--- config.mk ---
export PLATFORM = sky130hd
export DESIGN_NAME = dmem_portb_arbiter
export DESIGN_NICKNAME = d
export VERILOG_FILES = /design/src/rtl/dmem_portb_arbiter.sv
export SDC_FILE = /design/constraint.sdc
export NUM_CORES = 1
export LEC_CHECK = 0
export CORE_AREA = 4 4 516 518
export CTS_BUF_LIST = sky130_fd_sc_hd__clkbuf_4
export DETAILED_ROUTE_END_ITERATION = 7
export DIE_AREA = 0 0 520 522
export GPL_ROUTABILITY_DRIVEN = 0
export HOLD_SLACK_MARGIN = 0.1
export PLACE_DENSITY = 0.35
export SYNTH_ARGS = -nofsm -noshare
export SYNTH_HDL_FRONTEND = slang
export SYNTH_SLANG_ARGS = --single-unit
--- constraint.sdc ---
create_clock -name clk -period 2.14 [get_ports clk]
set_input_delay 0.428 -clock clk [delete_from_list [all_inputs] [get_ports clk]]
set_output_delay 0.428 -clock clk [all_outputs]
set_load 0.005 [all_outputs]
--- src/rtl/dmem_portb_arbiter.sv ---
// Port-B arbiter for the data memory: round-robin over NUM_CH masters with burst lock, 1-cycle registered RAM issue,
// read tags returned T+1+RD_LAT; a master holds req until gnt. Build option DMEM_ARB_CH0_PRIORITY_EN gives channel 0 strict priority.
module dmem_portb_arbiter #(
   parameter int NUM_CH   = 2,
   parameter int DATA_W   = 256,
   parameter int ADDR_W   = 7,
   parameter int RD_LAT   = 2,
   parameter int MAX_LOCK = 16
) (
   input  logic                     clk,
   input  logic                     rst_n,
   input  logic [NUM_CH-1:0]        req,
   input  logic [NUM_CH-1:0]        we,
   input  logic [NUM_CH-1:0]        lock,
   input  logic [NUM_CH*ADDR_W-1:0] addr,
   input  logic [NUM_CH*DATA_W-1:0] wdata,
   output logic [NUM_CH-1:0]        gnt,
   output logic [NUM_CH-1:0]        rvalid,
   output logic [DATA_W-1:0]        rdata,
   output logic [ADDR_W-1:0]        ram_addr,
   output logic [DATA_W-1:0]        ram_wdata,
   output logic                     ram_wren,
   output logic                     ram_rden,
   input  logic [DATA_W-1:0]        ram_q
);

   localparam int PTR_W = $clog2(NUM_CH);
   localparam int CNT_W = (MAX_LOCK > 0) ? $clog2(MAX_LOCK + 1) : 16;

   logic [PTR_W-1:0]  r_ptr;
   logic              r_lock_vld;
   logic [PTR_W-1:0]  r_lock_own;
   logic [CNT_W-1:0]  r_lock_cnt;
   logic              r_excl_vld;
   logic [PTR_W-1:0]  r_excl_ch;
   logic [ADDR_W-1:0] r_ram_addr;
   logic [DATA_W-1:0] r_ram_wdata;
   logic              r_ram_wren;
   logic              r_ram_rden;
   logic [NUM_CH-1:0] r_tag [RD_LAT+1];

   logic [NUM_CH-1:0] w_excl_mask;
   logic [NUM_CH-1:0] w_req_m;
   logic [NUM_CH-1:0] w_gnt;
   logic [PTR_W-1:0]  w_sel;
   logic              w_found;
   logic              w_pre;
   logic              w_hold;
   logic              w_acc;
   logic              w_ptr_upd;
   logic [CNT_W-1:0]  w_cnt_next;
   logic              w_cnt_max;
   logic [ADDR_W-1:0] w_addr_sel;
   logic [DATA_W-1:0] w_wdata_sel;
   logic              w_we_sel;

   function automatic logic [PTR_W-1:0] f_wrap(input logic [PTR_W-1:0] p, input int k);
      int s;
      s = int'(p) + k;
      if (s >= NUM_CH) s = s - NUM_CH;
      return PTR_W'(s);
   endfunction

   // A channel that just exhausted its lock budget sits out one round, but only if someone else is waiting.
   always_comb begin
      w_excl_mask = '0;
      if (r_excl_vld) w_excl_mask[r_excl_ch] = 1'b1;
      w_req_m = req;
      if (|(req & ~w_excl_mask)) w_req_m = req & ~w_excl_mask;
   end

`ifdef DMEM_ARB_CH0_PRIORITY_EN
   assign w_pre     = req[0] & r_lock_vld & (r_lock_own != '0);
   assign w_ptr_upd = w_acc & (w_sel != '0);
`else
   assign w_pre     = 1'b0;
   assign w_ptr_upd = w_acc;
`endif

   assign w_hold = r_lock_vld & req[r_lock_own] & lock[r_lock_own] & ~w_pre;

   always_comb begin
      w_gnt   = '0;
      w_sel   = r_ptr;
      w_found = 1'b0;
      if (w_hold) begin
         w_gnt[r_lock_own] = 1'b1;
         w_sel             = r_lock_own;
      end
`ifdef DMEM_ARB_CH0_PRIORITY_EN
      else if (w_req_m[0]) begin
         w_gnt[0] = 1'b1;
         w_sel    = '0;
      end
`endif
      else begin
         for (int k = 1; k <= NUM_CH; k++) begin
            if (!w_found && w_req_m[f_wrap(r_ptr, k)]) begin
               w_found                 = 1'b1;
               w_gnt[f_wrap(r_ptr, k)] = 1'b1;
               w_sel                   = f_wrap(r_ptr, k);
            end
         end
      end
   end

   assign gnt   = w_gnt;
   assign w_acc = |(req & w_gnt);

   always_comb begin
      w_addr_sel  = '0;
      w_wdata_sel = '0;
      w_we_sel    = 1'b0;
      for (int i = 0; i < NUM_CH; i++) begin
         if (w_gnt[i]) begin
            w_addr_sel  = addr[i*ADDR_W +: ADDR_W];
            w_wdata_sel = wdata[i*DATA_W +: DATA_W];
            w_we_sel    = we[i];
         end
      end
   end

   // Count of locked beats including the one being accepted now; saturates when unlimited.
   always_comb begin
      w_cnt_next = CNT_W'(1);
      if (w_hold) w_cnt_next = (&r_lock_cnt) ? r_lock_cnt : r_lock_cnt + 1'b1;
      w_cnt_max = (MAX_LOCK != 0) && (int'(w_cnt_next) >= MAX_LOCK);
   end

   always_ff @(posedge clk or negedge rst_n) begin
      if (!rst_n) begin
         r_ptr      <= PTR_W'(NUM_CH - 1);
         r_lock_vld <= 1'b0;
         r_lock_own <= '0;
         r_lock_cnt <= '0;
         r_excl_vld <= 1'b0;
         r_excl_ch  <= '0;
      end else begin
         if (w_ptr_upd) r_ptr <= w_sel;
         if (w_acc) begin
            r_excl_vld <= 1'b0;
            if (lock[w_sel] && !w_cnt_max) begin
               r_lock_vld <= 1'b1;
               r_lock_own <= w_sel;
               r_lock_cnt <= w_cnt_next;
            end else begin
               r_lock_vld <= 1'b0;
               r_lock_cnt <= '0;
               if (lock[w_sel]) begin
                  r_excl_vld <= 1'b1;
                  r_excl_ch  <= w_sel;
               end
            end
         end else begin
            r_lock_vld <= 1'b0;
            r_lock_cnt <= '0;
         end
      end
   end

   always_ff @(posedge clk or negedge rst_n) begin
      if (!rst_n) begin
         r_ram_addr  <= '0;
         r_ram_wdata <= '0;
         r_ram_wren  <= 1'b0;
         r_ram_rden  <= 1'b0;
      end else begin
         r_ram_wren <= w_acc & w_we_sel;
         r_ram_rden <= w_acc & ~w_we_sel;
         if (w_acc) begin
            r_ram_addr  <= w_addr_sel;
            r_ram_wdata <= w_wdata_sel;
         end
      end
   end

   // Stage 0 lines up with ram_rden; the last stage lines up with ram_q.
   always_ff @(posedge clk or negedge rst_n) begin
      if (!rst_n) begin
         for (int s = 0; s <= RD_LAT; s++) r_tag[s] <= '0;
      end else begin
         r_tag[0] <= (w_acc && !w_we_sel) ? w_gnt : '0;
         for (int s = 1; s <= RD_LAT; s++) r_tag[s] <= r_tag[s-1];
      end
   end

   assign rvalid    = r_tag[RD_LAT];
   assign rdata     = ram_q;
   assign ram_addr  = r_ram_addr;
   assign ram_wdata = r_ram_wdata;
   assign ram_wren  = r_ram_wren;
   assign ram_rden  = r_ram_rden;

endmodule

# Yosys cells after proc, flatten, opt, wreduce, memory -nomap -nowiden
# Index checks and enable logic that the tools add are counted.
[op_classes]
n_reduce_logical = 15
addsub = 5
bitwise = 10
n_div = 0
multipliers = 0
muxes = 52
magnitude_cmp = 14
n_eq_ne = 0
shifts = 0
[ops]
columns = ["cell", "n"]
rows = [
  ["$mux 256", 2],
  ["$mux 1", 33],
  ["$mux 5", 4],
  ["$lt 1x2->1 const B", 7],
  ["$mux 2", 7],
  ["$mux 7", 2],
  ["$logic_and 1x1->1", 7],
  ["$add 5x1->5 const B", 1],
  ["$ge 5x5->1 const B", 1],
  ["$reduce_and 5->1", 1],
  ["$and 1x1->1", 4],
  ["$and 2x2->2", 2],
  ["$demux 1 s1", 4],
  ["$ge 1x1->1 const B", 4],
  ["$reduce_or 2->1", 2],
  ["$add 1x2->3 const B", 1],
  ["$ge 3x2->1 const B", 1],
  ["$logic_not 1->1", 3],
  ["$reduce_and 3->1", 1],
  ["$add 1x1->2 const B", 1],
  ["$ge 2x2->1 const B", 1],
  ["$not 1->1", 2],
  ["$not 2->2", 1],
  ["$or 2x2->2", 1],
  ["other kinds (2)", 3],
]
[totals]
in_bits = 790
memories = 0
wordCells = 109
mem_bits_rw = 0
reg_bits = 281
mem_bits_ro = 0
latchBits = 0

# Depth between registers and ports, before layout
[logic_depth]
depth_word = 29
ltp_mapped = 7

# Least setup slack after synthesis
# OpenSTA, ideal clock, no wires.
[synth_path]
kind = "reg2reg"
startpoint = "register r_lock_own"
endpoint = "register r_ram_addr[0] (netlist: ram_addr[0])"
required_time_ps = 2014
path_stages_with_launch = 8
path_buffers = 3
path_slack_ps = 369
setup_ps = 126
t_arrival_ps = 1645
path_cell_list = "dfrtp_1 > and3b_1 > o21ai_2 > a21o_1 > buf_6 > buf_6 > buf_6 > a221o_1"
[synth_between]
elab_chain_len = 7
elab_cells_between_ends = 16
classes_between = "order compare (2); mux (9); bitwise (3); reduce/logical (2)"
[synth_lines]
columns = ["item", "line", "rtl"]
rows = [
  ["from (decl)", "32", "logic [PTR_W-1:0] r_lock_own;"],
  ["from (signal assigned)", "144", "r_lock_own <= w_sel;"],
  ["$lt 1x2->1 (implied by the code), or another cell as far along", "87", "w_gnt[r_lock_own] = 1'b1;"],
  ["$logic_and 1x1->1 (implied by the code) / $mux 1 (equally long branches)", "87, 80", ""],
  ["$mux 1 (implied by the code) / $and 1x1->1 (equally long branches)", "87, 80", ""],
  ["$demux 1 s1 / $and 1x1->1 (equally long branches)", "87, 80", ""],
  ["$mux 2 (*)", "86", "if (w_hold) begin"],
  ["$mux 7 / $and 2x2->2 (equally long branches)", "115, 108", ""],
  ["$mux 7 / $reduce_or 2->1 (equally long branches)", "115, 108", ""],
  ["to (signal assigned)", "171", "r_ram_addr <= w_addr_sel;"],
  ["to (decl)", "36", "logic [ADDR_W-1:0] r_ram_addr;"],
]
# Every way passes the cells marked *; elsewhere a longest branch is shown, timed or not. The select of a mux whose other input is x is not followed.
# A chain may end at the register's enable or synchronous reset.

# Worst setup path after layout
[layout_path]
startpoint = "register r_lock_own"
endpoint = "output port gnt[1]"
[layout_between]
elab_chain_len = 5
elab_cells_between_ends = 12
classes_between = "order compare (2); mux (7); bitwise (2); reduce/logical (1)"
[layout_lines]
columns = ["item", "line", "rtl"]
rows = [
  ["$lt 1x2->1 (implied by the code), or another cell as far along", "87", ""],
  ["$logic_and 1x1->1 (implied by the code) / $mux 1 (equally long branches)", "87, 80", ""],
  ["$mux 1 (implied by the code) / $and 1x1->1 (equally long branches)", "87, 80", ""],
  ["$demux 1 s1 / $and 1x1->1 (equally long branches)", "87, 80", ""],
  ["$mux 2 (*)", "86", ""],
  ["to (decl)", "17", "output logic [NUM_CH-1:0] gnt,"],
]
# Marks and branches as above.

==> reports/results.tsv <==
stage	metric	value	unit
run_status	status	finished with violations	
run_status	failing checks	negative setup slack	
finish	Nets	3280	
setup_path	Startpoint Class	register	
grt	gr usage total	10.1	%
logic_synthesis	YS warnings	0	
floorplan	die area	271000	um2
logic_synthesis	Yosys cell types	34	
clock_tree	htree depth	3	
clock_tree	Max clock buf depth	3	
sta	Clock Skew	0.0824	ns
clock_tree	CTS tree	done	
floorplan	Die H	522	um
setup_path	Max stage delay cell, worst path	dfrtp_1	
logic_synthesis	Yosys reg bits	281	
setup_path	Largest stage delay, worst path	0.40	ns
setup_path	crit path max fanout	4	
sta	period utilisation layout	125	%
clock_tree	total CTS buffers	93	
grt	number of global-route vias before repair	16700	
place	HPWL Detailed	120	mm
finish	synthesis-to-layout area growth	132	%
grt	largest net degree at the start of global routing	83	
logic_synthesis	Cell Area, Synth	14100	um2
clock_tree	clk root buf	clkbuf_4	
drt	WL/cell	24.2	um
logic_synthesis	number of synthesized flops with an enable pin	0	
logic_synthesis	Async S/R FF share, synth	100	%
power	Pleak	12.9	nW
floorplan	area of the core	262000	um2
finish	fill count	29900	
sta	RSZ-0062 raised after global routing	true	
sta	FMAX	375	MHz
setup_path	CP bufs+invs	2	
sta	final worst path period need	2.66	ns
logic_synthesis	Synth Instances	1203	
floorplan	io pins	1315	
drt	DR vias/cell	2.61	
clock_tree	register clock-pin slew on the reported worst setup and hold paths	0.06	ns
drt	# DRC	0	
flow_run	# Max-Cap Violations	0	
drt	first-iteration detailed-routing DRC count	698	
sta	Total Neg Setup Slack	-21.12	ns
sta	Setup WS post-layout	-0.525	ns
clock_tree	Clock Latency Late Sink	1.00	ns
setup_path	WP data arrival	2.24	ns
drt	drt first pass iters	4	
logic_synthesis	Top FF cell, synth	dfrtp_1	
sta	endpoints failing setup	222	
logic_synthesis	largest area contributor in the netlist	dfrtp_1	
logic_synthesis	Commonest cells post-synth	dfrtp_1 (280), and2_1 (264), a221o_1 (263), buf_4 (258), clkbuf_1 (33)	
floorplan	Die X	520	um
setup_path	critical path cell sequence	and3b_1, o21a_1, o21ai_4, buf_12, buf_6	
setup_path	Crit. End Element	primary output	
grt	GRT overflow	0	
drt	drt total wl	148	mm
floorplan	Initial Util	5.40	%
sta	final max-slew violation count	0	
drt	via count	15900	
floorplan	# rows	188	
setup_path	worst path required time	1.71	ns
logic_synthesis	largest cells by area after synthesis	dfrtp_1 (50%), a221o_1 (19%), buf_4 (14%), and2_1 (12%), buf_6 (2.2%)	
place	# port buffers	802	
logic_synthesis	post-synth top area share	49.6	%
logic_synthesis	Mean Syn Cell Area	11.7	um2
sta	Final Hold Viols	0	
drt	DRT antenna net count	0	
logic_synthesis	sequential area share after synthesis	49.8	%
power	maximum VDD drop	0.290	mV
place	pre-CTS setup slack	-0.545	ns
power	PD cells	701	nW/um2
logic_synthesis	count leader, synth	dfrtp_1	
finish	share of cells above drive strength 1	25.0	%
min_path	HP Class	in -> reg	
grt	global-route wire length before repair	180	mm
setup_path	crit-path leading delay family	flip-flops	
logic_synthesis	Net Count, Synth	1994	
clock_tree	clk sink count	281	
setup_path	WS Path Type	reg -> out	
grt	initial antenna violation count	116	
-- where the power goes --
| group | switching (mW) | internal, mW | leakage (nW) |
|---|---|---|---|
| sequential | 0.886 | 6.41 | 3.41 |
| clock | 3.13 | 2.91 | 0.679 |
| combinational | 4.44 | 5.21 | 8.84 |
-- stage by stage --
step	instances	instance area, um2	power [mW]	hold slack (ns)	util [%]
after floorplan	1203	14100	9.43	0.132	-
after global placement	5264	24900	15.2	0.311	9.51
after detailed placement	5264	24900	15.2	0.312	9.51
after CTS	6013	31600	23.1	0.111	12.1
after global routing	6083	32700	24.5	0.113	12.5
final	6107	32800	23.0	0.298	12.5
-- what timing repair did --
action,CTS,global route
resized for setup,1292,78
hold buffers,532,0
setup buffers,58,30
pin swaps,60,140
endpoints found under the setup margin,378,469
cloned,5,28
endpoints found under the hold margin,551,0
-- flip-flops by register name, summed over array words and instances, names as in the netlist --
signal / flops
r_excl_ch: 1
r_excl_vld: 1
r_lock_cnt: 5
r_lock_own: 1
r_lock_vld: 1
r_ptr: 1
r_tag: 4
ram_addr: 7
ram_rden: 1
ram_wdata: 256
ram_wren: 1
rvalid: 2
-- logic make-up after synthesis --
group                    share of synthesized area, %
multiplexers                                    0.213
adder cells (fa/ha/maj)                        0.0885
AO/OA/AOI/OAI                                    19.5
flip-flops                                       49.8
other                                          0.0265
buffers and inverters                            17.8
XOR/XNOR                                        0.124
AND/OR/NAND/NOR                                  12.4
-- layout by cell type (no fill, tap or decap), drive strengths merged, types with 2 or more instances in the layout --
master,count
dlygate4sd3,531
clkdlybuf4s50,532
inv,7
nor2b,3
a31o,2
and2,264
o21ai,4
clkinv,20
a21o,2
diode,43
dfrtp,280
nor3,4
buf,455
clkbuf,150
a221o,263
mux2i,3
nand2,8
a21oi,3
a211oi,2
-- metal layers --
metal	track usage [%]	up-vias	part of all wire (%)
li1	-	6846	-
met1	13.1	7555	44
met2	15.1	1087	42
met3	3.81	411	9.1
met4	4.15	50	4.9
met5	0	-	0.21
-- final cells by class --
type / instances / area [um2] / area share (%)
timing repair buffer: 1537 / 15500 / 47.1
sequential: 281 / 7040 / 21.5
multi-input combinational: 572 / 4630 / 14.1
tap: 3515 / 4400 / 13.4
clock buffer: 131 / 983 / 3.00
clock inverter: 24 / 141 / 0.431
antenna: 43 / 108 / 0.328
inverter: 4 / 15.0 / 0.0458
-- final timing paths --
check | startpoint | to | slack [ns] | cells after the start
min | wdata[30] | ram_wdata[30] | 0.30 | 2
max reg2reg | r_excl_vld | ram_wdata[0] | -0.19 | 10
min reg2reg | r_tag[4] | r_tag[2] | 0.35 | 0
min in group asynchronous | rst_n | ram_addr[6] | 0.56 | 4
max | r_lock_own | gnt[1] | -0.52 | 5
max in group asynchronous | rst_n | ram_wdata[189] | 0.69 | 6
(Power assumes the default switching activity.)
